## config.mk

```make
export PLATFORM = sky130hd
export DESIGN_NAME = ternary_dot_engine
export DESIGN_NICKNAME = d
export VERILOG_FILES = /design/src/rtl/ternary_dot_engine.sv
export SDC_FILE = /design/constraint.sdc
export NUM_CORES = 1
export LEC_CHECK = 0
export ABC_CLOCK_PERIOD_IN_PS = 3500
export CORE_MARGIN = 4
export CORE_UTILIZATION = 54
export CTS_CLUSTER_SIZE = 14
export DETAILED_ROUTE_END_ITERATION = 10
export PLACE_DENSITY = 0.86
export SKIP_LAST_GASP = 1
export SYNTH_ARGS = -nofsm -noshare
export SYNTH_HDL_FRONTEND = slang
export SYNTH_SLANG_ARGS = --single-unit
export TNS_END_PERCENT = 30
```

## constraint.sdc

```tcl
create_clock -name clk -period 3.5 [get_ports clk]
set_clock_uncertainty 0.1 [all_clocks]
set_input_delay 0.7 -clock clk [delete_from_list [all_inputs] [get_ports clk]]
set_output_delay 0.7 -clock clk [all_outputs]
set_load 0.01 [all_outputs]
```

## src/rtl/ternary_dot_engine.sv

```systemverilog
// ternary_dot_engine: streaming ternary-weight dot product with two-stage reduce/accumulate.
module ternary_dot_engine #(
  parameter int N = 8,
  parameter int AW = 8,
  parameter int ACC_W = 16,
  parameter int LEN_W = 8,
  parameter int SAT = 1
) (
  input  logic               clk,
  input  logic               rst,
  input  logic               start,
  input  logic [LEN_W-1:0]   len,
  input  logic               relu,
  input  logic               in_valid,
  output logic               in_ready,
  input  logic [2*N-1:0]     w,
  input  logic [N*AW-1:0]    x,
  output logic               out_valid,
  input  logic               out_ready,
  output logic [ACC_W-1:0]   result,
  output logic               sat,
  output logic               busy
);
  localparam int PW = AW + $clog2(N) + 1;
  typedef enum logic [1:0] {IDLE, ACCUM, DONE} state_t;
  state_t state_q;
  logic [LEN_W-1:0] rem_q;
  logic relu_q, sat_q, pv_q, take, ovf;
  logic signed [PW-1:0] psum_q, psum_d;
  logic signed [ACC_W-1:0] acc_q, acc_d;
  logic signed [ACC_W:0] sum;
  assign in_ready = state_q == ACCUM && rem_q != '0;
  assign take = in_valid & in_ready;
  assign out_valid = state_q == DONE;
  assign busy = state_q != IDLE;
  assign sat = sat_q;
  assign result = relu_q && acc_q[ACC_W-1] ? '0 : acc_q;
  always_comb begin
    psum_d = '0;
    for (int i = 0; i < N; i++)
      psum_d = w[2*i+:2] == 2'b01 ? psum_d + PW'($signed(x[AW*i+:AW])) :
               w[2*i+:2] == 2'b11 ? psum_d - PW'($signed(x[AW*i+:AW])) : psum_d;
  end
  // One guard bit above the accumulator exposes signed overflow for both modes.
  assign sum = (ACC_W+1)'(acc_q) + (ACC_W+1)'(psum_q);
  assign ovf = sum[ACC_W] ^ sum[ACC_W-1];
  always_comb begin
    acc_d = sum[ACC_W-1:0];
    if (ovf && SAT != 0)
      acc_d = sum[ACC_W] ? {1'b1, {(ACC_W-1){1'b0}}} : {1'b0, {(ACC_W-1){1'b1}}};
  end
  always_ff @(posedge clk or posedge rst) begin
    if (rst) begin
      state_q <= IDLE;
      rem_q <= '0;
      relu_q <= 1'b0;
      sat_q <= 1'b0;
      pv_q <= 1'b0;
      psum_q <= '0;
      acc_q <= '0;
    end else begin
      pv_q <= take;
      if (take) psum_q <= psum_d;
      case (state_q)
        IDLE: if (start) begin
          rem_q <= len;
          relu_q <= relu;
          acc_q <= '0;
          sat_q <= 1'b0;
          state_q <= len != '0 ? ACCUM : DONE;
        end
        ACCUM: begin
          if (take) rem_q <= rem_q - LEN_W'(1);
          if (pv_q) begin
            acc_q <= acc_d;
            sat_q <= sat_q | ovf;
          end
          if (rem_q == '0) state_q <= DONE;
        end
        DONE: if (out_ready) state_q <= IDLE;
        default: state_q <= IDLE;
      endcase
    end
  end
endmodule

```

==> results of run 1 <==
[synth_stat cells, types with 15 or more instances]
cell type and n:
and2_1 24, inv_1 168, a221o_1 15, nor3_1 54
a21oi_1 123, o21bai_1 22, xnor2_1 49, xor2_1 17
a21o_1 26, fa_1 15, a31oi_1 19, ha_1 169
o31ai_1 22, nor2b_1 27, a211oi_1 17, o21a_1 21
clkbuf_1 43, nor2_1 106, nand2_1 113, dfrtp_1 41
mux2i_1 27, nand2b_1 28, o21ai_0 115
[per-layer routing]
layer,GRT overflow,GRT usage (%)
met5,0,15.5
met2,12,86.0
met4,23,73.3
met3,0,57.4
met1,0,66.9
[stage by stage]
stage	std cells	hold slack, ns	TNS (ns)	instance area (sq um)	util [%]
after floorplan	1462	0.355	-60.12	10900	-
after global placement	2200	0.375	-75.79	15300	80.6
after detailed placement	2200	0.382	-80.66	15300	80.6
after CTS	2285	0.395	-67.06	16900	89.3
[kinds of logic after synthesis]
logic type / Yosys count / synth area share, %
mux: 38 / 3.77
simple gates: 425 / 19.6
buf+inv: 218 / 7.76
xor+xnor: 69 / 6.05
fa+ha+maj: 184 / 22.9
compound gates: 487 / 30.3
flops: 41 / 9.71
[repair_timing]
action | CTS
hold buffers | 0
setup endpoints to repair | 12
buffers inserted | 78
pin swaps | 121
resized for setup | 223
==> results by group, run 1 <==
Die
  – Initial Util: 55.7%
  – Die height: 148 um
  – Ports: 114
  – Num rows: 50
  – Die W: 148 um

CTS
  – H-tree levels: 2
  – Root Driver: clkbuf_16
  – CTS Sinks: 41
  – TritonCTS Buffers: 5
  – Clock Path Buffers: 2

Yosys
  – Top post-synthesis cells by area: ha_1 (20%), dfrtp_1 (9.7%), inv_1 (6.0%), a21oi_1 (5.8%), o21ai_0 (5.4%)
  – Warnings, synthesis: 0
  – Unique masters post-synth: 78
  – EDFF count, synth: 0
  – Synth Register Bits: 41
  – Syn Area/Cell: 7.23 sq um
  – Post-Synthesis Cells: 1462
  – Syn Nets: 1740
  – Ys flop type: dfrtp_1
  – Largest area contributor in the netlist: ha_1
  – Synth Cell Area: 10600 sq um
  – Post-synthesis sequential area ratio: 9.71%
  – Share of the synthesized area in the top cell type: 20.0%
  – Asr flop ratio synth: 100%

Place
  – Worst slack at placement: -8.30 ns
  – Input/output buffers: 113
  – GPL Wtd Cong: 1.01
  – Dpl hpwl: 33500 um

Run status
  – Run status: stopped before the end
  – Tool error: [ERROR GRT-0116] Global routing finished with congestion. Check the congestion regions in the DRC Viewer.
  – Stop stage: global routing

GRT
  – Total grt overflow: 35
  – First-pass GRT wire length: 117000 um
  – Largest net degree at the start of global routing: 42
  – Vias in the first global route: 19687
  – Gr usage total: 69.7%
==> inputs of run 2 (changes only) <==
ABC_CLOCK_PERIOD_IN_PS = 4550   (was 3500)
CORE_UTILIZATION = 40   (was 54)
CTS_CLUSTER_SIZE = not set   (was 14)
PLACE_DENSITY = not set   (was 0.86)
PLACE_DENSITY_LB_ADDON = 0.15   (was not set)
clock period = 4.55 ns   (was 3.5 ns; I/O delays follow)
==> run 2 against run 1 <==
Net effect:
- the flow now finishes, with violations (negative setup slack)
- synthesized cell count is the same
- area after synthesis stayed put
==> results by group, run 2 <==
STA
  – Slew margin rel.: 24.8%
  – Fmax: 95.4 MHz
  – Min cycle time layout: 10.48 ns
  – Slew Limit Fails: 0
  – Unrepaired setup endpoints after global routing: true
  – Tcrit/Tclk final: 230%
  – Final setup violation count: 12
  – Hold WS: 0.395 ns
  – Final WS setup: -5.93 ns
  – Hold Fails Final Rpt: 0
  – Worst Tran Pin Value: 1.13 ns

Worst setup path
  – Max stage delay cell, worst path: or4_4
  – Crit path buf inv count: 8
  – Top cell family by delay on the critical path: compound AO/OA/AOI/OAI gates
  – Crit. End Element: flop
  – Worst Path Max Fanout: 6
  – CP peak stage delay: 0.41 ns
  – Worst setup SP type: input pin
  – Worst EP required: 4.67 ns
  – Worst Path Arrival: 10.61 ns
  – Crit Path Category: input pin to flop

Yosys
  – Top-count cell post-synth: ha_1
  – Synth Area in Compound Gates: 30.3%
  – Synth Cell Area: 10600 sq um
  – XOR/XNOR Fraction of Synth Area: 6.05%
  – Top post-synthesis cells by area: ha_1 (20%), dfrtp_1 (9.7%), inv_1 (6.0%), a21oi_1 (5.8%), o21ai_0 (5.4%)
  – Asr flop ratio synth: 100%
  – Syn Nets: 1740
  – Largest family of logic cells by synthesized area: compound AO/OA/AOI/OAI gates
  – Synth Register Bits: 41
  – Post-Synthesis Cells: 1462
  – Mux contribution to synthesized area: 3.77%
  – Unique masters post-synth: 78
  – Share of the synthesized area in the top cell type: 20.0%
  – Warnings, synthesis: 0
  – Syn Area/Cell: 7.23 sq um
  – Simple-Gate Fraction of Synth Area: 19.6%
  – Post-synth top cells: ha_1 (169), inv_1 (168), a21oi_1 (123)
  – Largest area contributor in the netlist: ha_1
  – Adder-cell share of the synthesized area: 22.9%
  – Post-synthesis sequential area ratio: 9.71%
  – Ys flop type: dfrtp_1
  – EDFF count, synth: 0

Die
  – Initial Util: 40.5%
  – Core area: 26100 sq um
  – Die area: 29100 sq um
  – Die W: 171 um
  – Num rows: 59
  – Die height: 171 um
  – Ports: 114

GRT
  – Gr usage total: 25.1%
  – Antenna violations before repair: 0
  – Vias in the first global route: 12705
  – Total grt overflow: 0
  – Largest net degree at the start of global routing: 42
  – First-pass GRT wire length: 61000 um

Power
  – Max VDD drop: 0.000429 V
  – Design Power: 0.00962 W
  – Static leakage: 8.23 nW
  – Power Density: 560 nW/um^2

CTS
  – H-tree levels: 2
  – TritonCTS Buffers: 5
  – Reg clk slew, reported paths: 0.06 ns
  – CTS Sinks: 41
  – Clock Path Buffers: 2
  – Root Driver: clkbuf_16
  – Clk Latency, worst-skew pair: 0.29 ns
  – CTS tree: built

Route
  – Detailed Routing Iterations Pass 1: 5
  – Final WL: 37500 um
  – Antenna viol nets, final: 0
  – DRC: 0
  – Vias post-DR: 12599
  – Iter 0 DRT Violations: 719
  – Routed wire per std cell: 15.9 um
  – Drt via density: 5.34

Run status
  – Run status: complete, but fails checks
  – Failing checks: negative setup slack

Finish
  – Final Cell Area: 17200 sq um
  – Post-layout util: 65.9%
  – Synth-to-Final Area Change: 62.6%
  – Final net count: 2303
  – Top reg by flops: acc_q
  – Largest register FFs: 16
  – Number of diodes: 0
  – Fraction of layout cells with a size suffix above 1: 37.0%
  – Most frequent cells in the layout: buf_4 (483), inv_1 (151), ha_1 (123), clkdlybuf4s50_1 (106), nand2_1 (105)
  – Leading cell type in the layout, fill and taps excluded: buf_4
  – Biggest regs: acc_q: 16 flops, psum_q: 12 flops, rem_q: 8 flops

Place
  – Dpl hpwl: 30400 um
  – DP Area: 15500 sq um
  – GPL Wtd Cong: 0.942
  – Worst slack at placement: -7.22 ns
  – Input/output buffers: 113

Worst hold path
  – Worst hold path type: flop to flop

Flow run
  – Max cap viols: 0
==> run 2: cell counts after synthesis <==
Identical to the previous run, type by type.
==> run 2: per-stage QoR <==
| step | std cells | setup TNS, ns |
|---|---|---|
| 6_report | 2361 | -54.74 |
| 5_1_grt | 2361 | -60.92 |
| 4_1_cts | 2354 | -56.52 |
| 3_5_place_dp | 2296 | -67.97 |
| 3_3_place_gp | 2296 | -65.84 |
| 2_1_floorplan | 1462 | -50.04 |
==> run 2: logic make-up after synthesis <==
kind of cell	Yosys count
xor gates and xnor gates	69
DFF	41
adders and majority gates	184
muxes	38
buffers and inverters	218
and+or+nand+nor	425
AOI/OAI and AO/OA	487
==> run 2: where the power goes <==
group	internal, W	total [W]	switching [W]
Sequential	0.000523	0.000666	0.000143
Combinational	0.00456	0.00854	0.00399
Clock	0.000260	0.000413	0.000153
Total	0.00534	0.00962	0.00428
==> run 2: cell type report <==
class                   count  area, sq um
multi-input cells        1203        10000
fillers                  2231         8880
repair buffers            604         4860
flip-flops and latches     41         1030
inverters                 170          653
well taps                 335          419
clock buffers               5          125
clock inverters             3         46.3
==> run 2: worst register-to-register path: cells and delay by family (launching register included) <==
kind                       cells  cell delay (ns)
AOI/OAI and AO/OA              9             2.21
adders and majority gates      2             0.67
DFF                            1             0.40
and+or+nand+nor                1             0.30
==> run 2: what timing repair did <==
action / 4_1_cts / 5_1_grt
hold buffers: 0 / 0
gates resized for setup: 157 / 95
pin swaps: 103 / 57
buffers inserted: 50 / 7
endpoints found under the setup margin: 12 / 12
==> run 2: worst paths after layout <==
path	start	to	slack [ns]	cells past startpoint
min in group asynchronous	rst	rem_q[7]	0.97	3
max in group asynchronous	rst	psum_q[4]	2.99	3
min	psum_q[2]	psum_q[2]	0.40	2
max	w[1]	psum_q[11]	-5.93	56
max reg2reg	psum_q[0]	acc_q[7]	0.75	12
min reg2reg	psum_q[2]	psum_q[2]	0.40	2
==> run 2: metal layers <==
layer | vias up | share of wire [%] | global-route usage (%)
met3 | 59 | 3.1 | 2.01
met2 | 270 | 51 | 47.3
met1 | 5930 | 44 | 31.5
li1 | 6340 | - | -
met5 | - | 0 | 0
met4 | 0 | 1.9 | 4.34
No activity file was read; power rests on OpenSTA's default activity.
==> inputs of run 3 (changes only) <==
==> constraint.sdc (replaced) <==
create_clock -name clk -period 4.55 [get_ports clk]
set_clock_uncertainty 0.1 [all_clocks]
set_input_delay 0.6825 -clock clk [delete_from_list [all_inputs] [get_ports clk]]
set_output_delay 0.6825 -clock clk [all_outputs]
set_load 0.01 [all_outputs]
==> run 3 against run 2 <==
Net effect:
- the flow still finishes with violations (negative setup slack)
- critical path depth grew 3
- final cell count shrank 0.42%
- cell area shrank 1.9%
- largest cell class unchanged
- highest routed layer unchanged
- routed wire length shrank 3.0%
- largest power group unchanged
- setup slack gained 0.14 ns
- count of clock-buffer cells in the layout is the same
==> results by group, run 3 (same netlist as run 2, synthesis figures left out) <==
Place
  – Dpl hpwl: 30200 um
  – Input/output buffers: 113
  – GPL Wtd Cong: 0.951
  – DP Area: 15500 sq um
  – Placed cells: 2298

STA
  – Final setup violation count: 12
  – Worst Tran Pin Value: 1.12 ns
  – Final WS setup: -5.80 ns
  – Min cycle time layout: 10.35 ns
  – Slew margin rel.: 25.2%
  – Unrepaired setup endpoints after global routing: true
  – Slew Limit Fails: 0
  – Fmax: 96.7 MHz
  – Hold Fails Final Rpt: 0
  – Tcrit/Tclk final: 227%

Finish
  – Post-layout util: 64.6%
  – Leading cell type in the layout, fill and taps excluded: buf_4
  – Final Cell Area: 16800 sq um
  – Largest register FFs: 16
  – Fraction of layout cells with a size suffix above 1: 34.2%
  – Synth-to-Final Area Change: 59.4%
  – Top reg by flops: acc_q
  – Final net count: 2293
  – Finished Layout Cells: 2351
  – Biggest regs: acc_q: 16 flops, psum_q: 12 flops, rem_q: 8 flops
  – Number of diodes: 0
  – Most frequent cells in the layout: buf_4 (474), inv_1 (152), ha_1 (130), nand2_1 (112), clkdlybuf4s50_1 (107)

Die
  – Ports: 114
  – Die W: 171 um
  – Initial Util: 40.5%
  – Die area: 29100 sq um
  – Num rows: 59
  – Core area: 26100 sq um
  – Die height: 171 um

GRT
  – First-pass GRT wire length: 58800 um
  – Gr usage total: 24.2%
  – Antenna violations before repair: 0
  – Total grt overflow: 0
  – Vias in the first global route: 12485
  – Largest net degree at the start of global routing: 42

Flow run
  – Max cap viols: 0

Route
  – Detailed Routing Iterations Pass 1: 6
  – Antenna viol nets, final: 0
  – DRC: 0
  – Final WL: 36300 um
  – Drt via density: 5.33
  – Iter 0 DRT Violations: 759
  – Vias post-DR: 12527
  – Routed wire per std cell: 15.5 um

CTS
  – CTS tree: built
  – CTS Sinks: 41
  – Clk Latency, worst-skew pair: 0.29 ns
  – Clock Path Buffers: 2
  – H-tree levels: 2
  – Hold buffers post-CTS: 0
  – Root Driver: clkbuf_16
  – TritonCTS Buffers: 5
  – Reg clk slew, reported paths: 0.07 ns

Worst setup path
  – Crit Path Category: input pin to flop
  – CP peak stage delay: 0.43 ns
  – Crit. Startpoint: x[1]
  – Worst EP required: 4.67 ns
  – Worst setup SP type: input pin
  – FF-to-FF Start: psum_q[0]
  – Most frequent CP cell: ha_4
  – Worst Path Max Fanout: 5
  – Max stage delay cell, worst path: or4_4
  – Crit. End Element: flop
  – Worst Path Arrival: 10.47 ns

Run status
  – Run status: complete, but fails checks
  – Failing checks: negative setup slack

Worst hold path
  – Worst Min Path Start: acc_q[0]
  – Worst hold path type: flop to flop

Power
  – Static leakage: 8.14 nW
  – Power Density: 547 nW/um^2
  – Max VDD drop: 0.000412 V
## run 3: cell count changes in the layout (fill, tap and decap cells not counted), moves of 6 or more
cell	before	now
buf_4	483	474
nand2_2	8	1
ha_4	36	30
a21oi_2	32	20
o21ai_0	68	81
nand2_1	105	112
a21oi_1	88	102
ha_1	123	130
o21ai_2	20	9
## run 3: what timing repair did
action | 4_1_cts | 5_1_grt
hold endpoints to repair | 0 | 0
buffers inserted | 38 | 8
pin swaps | 85 | 67
gates resized for setup | 119 | 63
endpoints found under the setup margin | 12 | 12
## run 3: metrics by stage
step | setup TNS [ns] | worst slack [ns] | power [W] | hold WS, ns
3_5_place_dp | -64.80 | -6.98 | 0.00777 | 0.386
2_1_floorplan | -47.49 | -5.27 | 0.00480 | 0.355
5_1_grt | -60.72 | -6.39 | 0.0100 | 0.431
6_report | -53.07 | -5.80 | 0.00921 | 0.395
4_1_cts | -53.49 | -5.68 | 0.00887 | 0.400
3_3_place_gp | -63.10 | -6.84 | 0.00765 | 0.377
## run 3: routing by layer
metal  up-vias  track usage, %  wire length, um
met5         -               0                0
met4         0            4.97              770
met3        51            2.50             1420
met2       257            45.3            18400
met1      5877            30.0            15700
li1       6342               -                -
## run 3: critical path: cells and delay by family
kind / cells / cell delay, ns
AOI/OAI and AO/OA: 19 / 3.12
xor gates and xnor gates: 6 / 0.97
adders and majority gates: 8 / 1.90
buffers and inverters: 11 / 1.06
muxes: 4 / 0.82
and+or+nand+nor: 11 / 1.91
## run 3: area by class of cell
cell class	count	area, sq um
fillers	2257	9220
well taps	335	419
multi-input cells	1203	9770
repair buffers	594	4780
clock buffers	5	125
flip-flops and latches	41	1030
inverters	170	653
clock inverters	3	68.8
## run 3: worst paths after layout
path / end / slack, ns / cells after the start
min in group asynchronous: rem_q[7] / 0.72 / 3
hold reg to reg: acc_q[0] / 0.39 / 2
hold / removal: acc_q[0] / 0.39 / 2
setup reg to reg: acc_q[12] / 0.80 / 12
setup / recovery: psum_q[11] / -5.80 / 59
max in group asynchronous: acc_q[8] / 3.23 / 3
## run 3: power by group
part / switching (W) / internal [W] / total, W
Sequential: 0.000143 / 0.000523 / 0.000666
Combinational: 0.00378 / 0.00429 / 0.00807
Clock: 0.000154 / 0.000316 / 0.000471
==> inputs of run 4 (changes only) <==
SLEW_MARGIN = 20   (was not set)
==> run 4 against run 3 <==
Net effect:
- combinational power hardly changed
- clock power hardly changed
- largest cell class unchanged
- sequential share of layout area hardly changed
- setup slack worse by 0.0083 ns
- non-clock buffer count stayed put
- the run still ends with negative setup slack left
- first-iteration DRC count stayed put
- count of clock-buffer cells in the layout stayed put
- core utilization hardly changed
==> results by group, run 4 (same netlist as run 2, synthesis figures left out) <==
Run status
  – Run status: complete, but fails checks
  – Failing checks: negative setup slack

STA
  – Hold WS: 0.395 ns
  – Min cycle time layout: 10.35 ns
  – Fmax: 96.6 MHz
  – Final setup violation count: 12
  – Final WS setup: -5.80 ns
  – Worst Tran Pin Value: 0.760 ns
  – Tcrit/Tclk final: 228%
  – Slew Limit Fails: 0
  – Hold Fails Final Rpt: 0
  – Slew margin rel.: 49.0%
  – Unrepaired setup endpoints after global routing: true

Worst setup path
  – Worst setup SP type: input pin
  – CP peak stage delay: 0.43 ns
  – Worst EP required: 4.67 ns
  – Max stage delay cell, worst path: or4_4
  – Crit path depth: 59
  – Top cell family by delay on the critical path: compound AO/OA/AOI/OAI gates
  – Reg2Reg Depth: 12
  – Crit. End Element: flop
  – Most frequent CP cell: ha_4
  – Crit path buf inv count: 11
  – Worst Path Arrival: 10.48 ns
  – Worst Path Max Fanout: 5
  – Crit Path Category: input pin to flop

Place
  – Dpl hpwl: 30200 um
  – Worst slack at placement: -6.98 ns
  – GPL Wtd Cong: 0.951
  – Placed cells: 2298
  – Input/output buffers: 113

CTS
  – TritonCTS Buffers: 5
  – CTS tree: built
  – H-tree levels: 2
  – Root Driver: clkbuf_16
  – Clock Path Buffers: 2
  – Clk Latency, worst-skew pair: 0.29 ns
  – CTS Sinks: 41
  – Reg clk slew, reported paths: 0.07 ns

Worst hold path
  – Worst hold path type: flop to flop
  – Hold Crit Depth: 2

GRT
  – Gr usage total: 24.2%
  – Largest net degree at the start of global routing: 42
  – Vias in the first global route: 12485
  – First-pass GRT wire length: 58800 um
  – Total grt overflow: 0
  – Antenna violations before repair: 0

Route
  – Iter 0 DRT Violations: 759
  – Antenna viol nets, final: 0
  – DRC: 0
  – Final WL: 36400 um
  – Detailed Routing Iterations Pass 1: 5
  – Vias post-DR: 12525
  – Routed wire per std cell: 15.5 um
  – Drt via density: 5.33

Finish
  – Leading cell type in the layout, fill and taps excluded: buf_4
  – Number of diodes: 0
  – Fraction of layout cells with a size suffix above 1: 34.2%
  – Finished Layout Cells: 2351
  – Top reg by flops: acc_q
  – Largest register FFs: 16
  – Post-layout util: 64.6%
  – Most frequent cells in the layout: buf_4 (474), inv_1 (152), ha_1 (130), nand2_1 (112), clkdlybuf4s50_1 (107)
  – Fillers: 2255
  – Synth-to-Final Area Change: 59.5%
  – Biggest regs: acc_q: 16 flops, psum_q: 12 flops, rem_q: 8 flops
  – Final net count: 2293

Die
  – Ports: 114
  – Die height: 171 um
  – Initial Util: 40.5%
  – Core area: 26100 sq um
  – Num rows: 59
  – Die W: 171 um
  – Die area: 29100 sq um

Power
  – Design Power: 0.00921 W
  – Power Density: 547 nW/um^2
  – Max VDD drop: 0.000412 V
  – Static leakage: 8.14 nW

Flow run
  – Max cap viols: 0
## run 4: worst register-to-register path, delay by kind of cell, from the launching register on
kind | cells | cell delay [ns]
adder cells (fa/ha/maj) | 2 | 0.64
flip-flops | 1 | 0.40
AO/OA/AOI/OAI | 9 | 2.19
AND/OR/NAND/NOR | 1 | 0.31
## run 4: routing by layer
metal | track usage (%) | vias up | wire, um
li1 | - | 6342 | -
met1 | 30.0 | 5881 | 15800
met2 | 45.3 | 253 | 18400
met3 | 2.50 | 49 | 1330
met4 | 4.97 | 0 | 762
met5 | 0 | - | 0
## run 4: path summary, 6_finish.rpt
check	slack (ns)	startpoint	endpoint
min in group asynchronous	0.72	rst	rem_q[7]
hold reg to reg	0.39	acc_q[0]	acc_q[0]
max in group asynchronous	3.23	rst	acc_q[8]
setup reg to reg	0.80	psum_q[0]	acc_q[12]
setup / recovery	-5.80	x[1]	psum_q[11]
hold / removal	0.39	acc_q[0]	acc_q[0]
## run 4: repair_timing
item,CTS,global route
setup endpoints to repair,12,12
pin swaps,85,67
hold endpoints to repair,0,0
buffers inserted,38,8
hold buffers,0,0
resized for setup,119,63
## run 4: stage by stage
| step | instance area, sq um | setup TNS, ns |
|---|---|---|
| finish | 16800 | -53.08 |
| global route | 16800 | -60.72 |
| CTS | 16500 | -53.49 |
| detailed placement | 15500 | -64.80 |
| global placement | 15500 | -63.10 |
| floorplan | 10900 | -47.49 |
## run 4: final cells by class
| cell class | count | area [sq um] | share of cell area [%] |
|---|---|---|---|
| Clock inverter | 3 | 68.8 | 0.408 |
| Tap cell | 335 | 419 | 2.49 |
| Sequential cell | 41 | 1030 | 6.09 |
| Clock buffer | 5 | 125 | 0.743 |
| Timing Repair Buffer | 594 | 4780 | 28.4 |
| Multi-Input combinational cell | 1203 | 9770 | 58.0 |
| Inverter | 170 | 653 | 3.88 |
## run 4: power by group
group | switching [W] | internal [W] | total, W
registers | 0.000143 | 0.000523 | 0.000666
logic | 0.00378 | 0.00429 | 0.00807
clock network | 0.000154 | 0.000316 | 0.000470
total | 0.00408 | 0.00513 | 0.00921
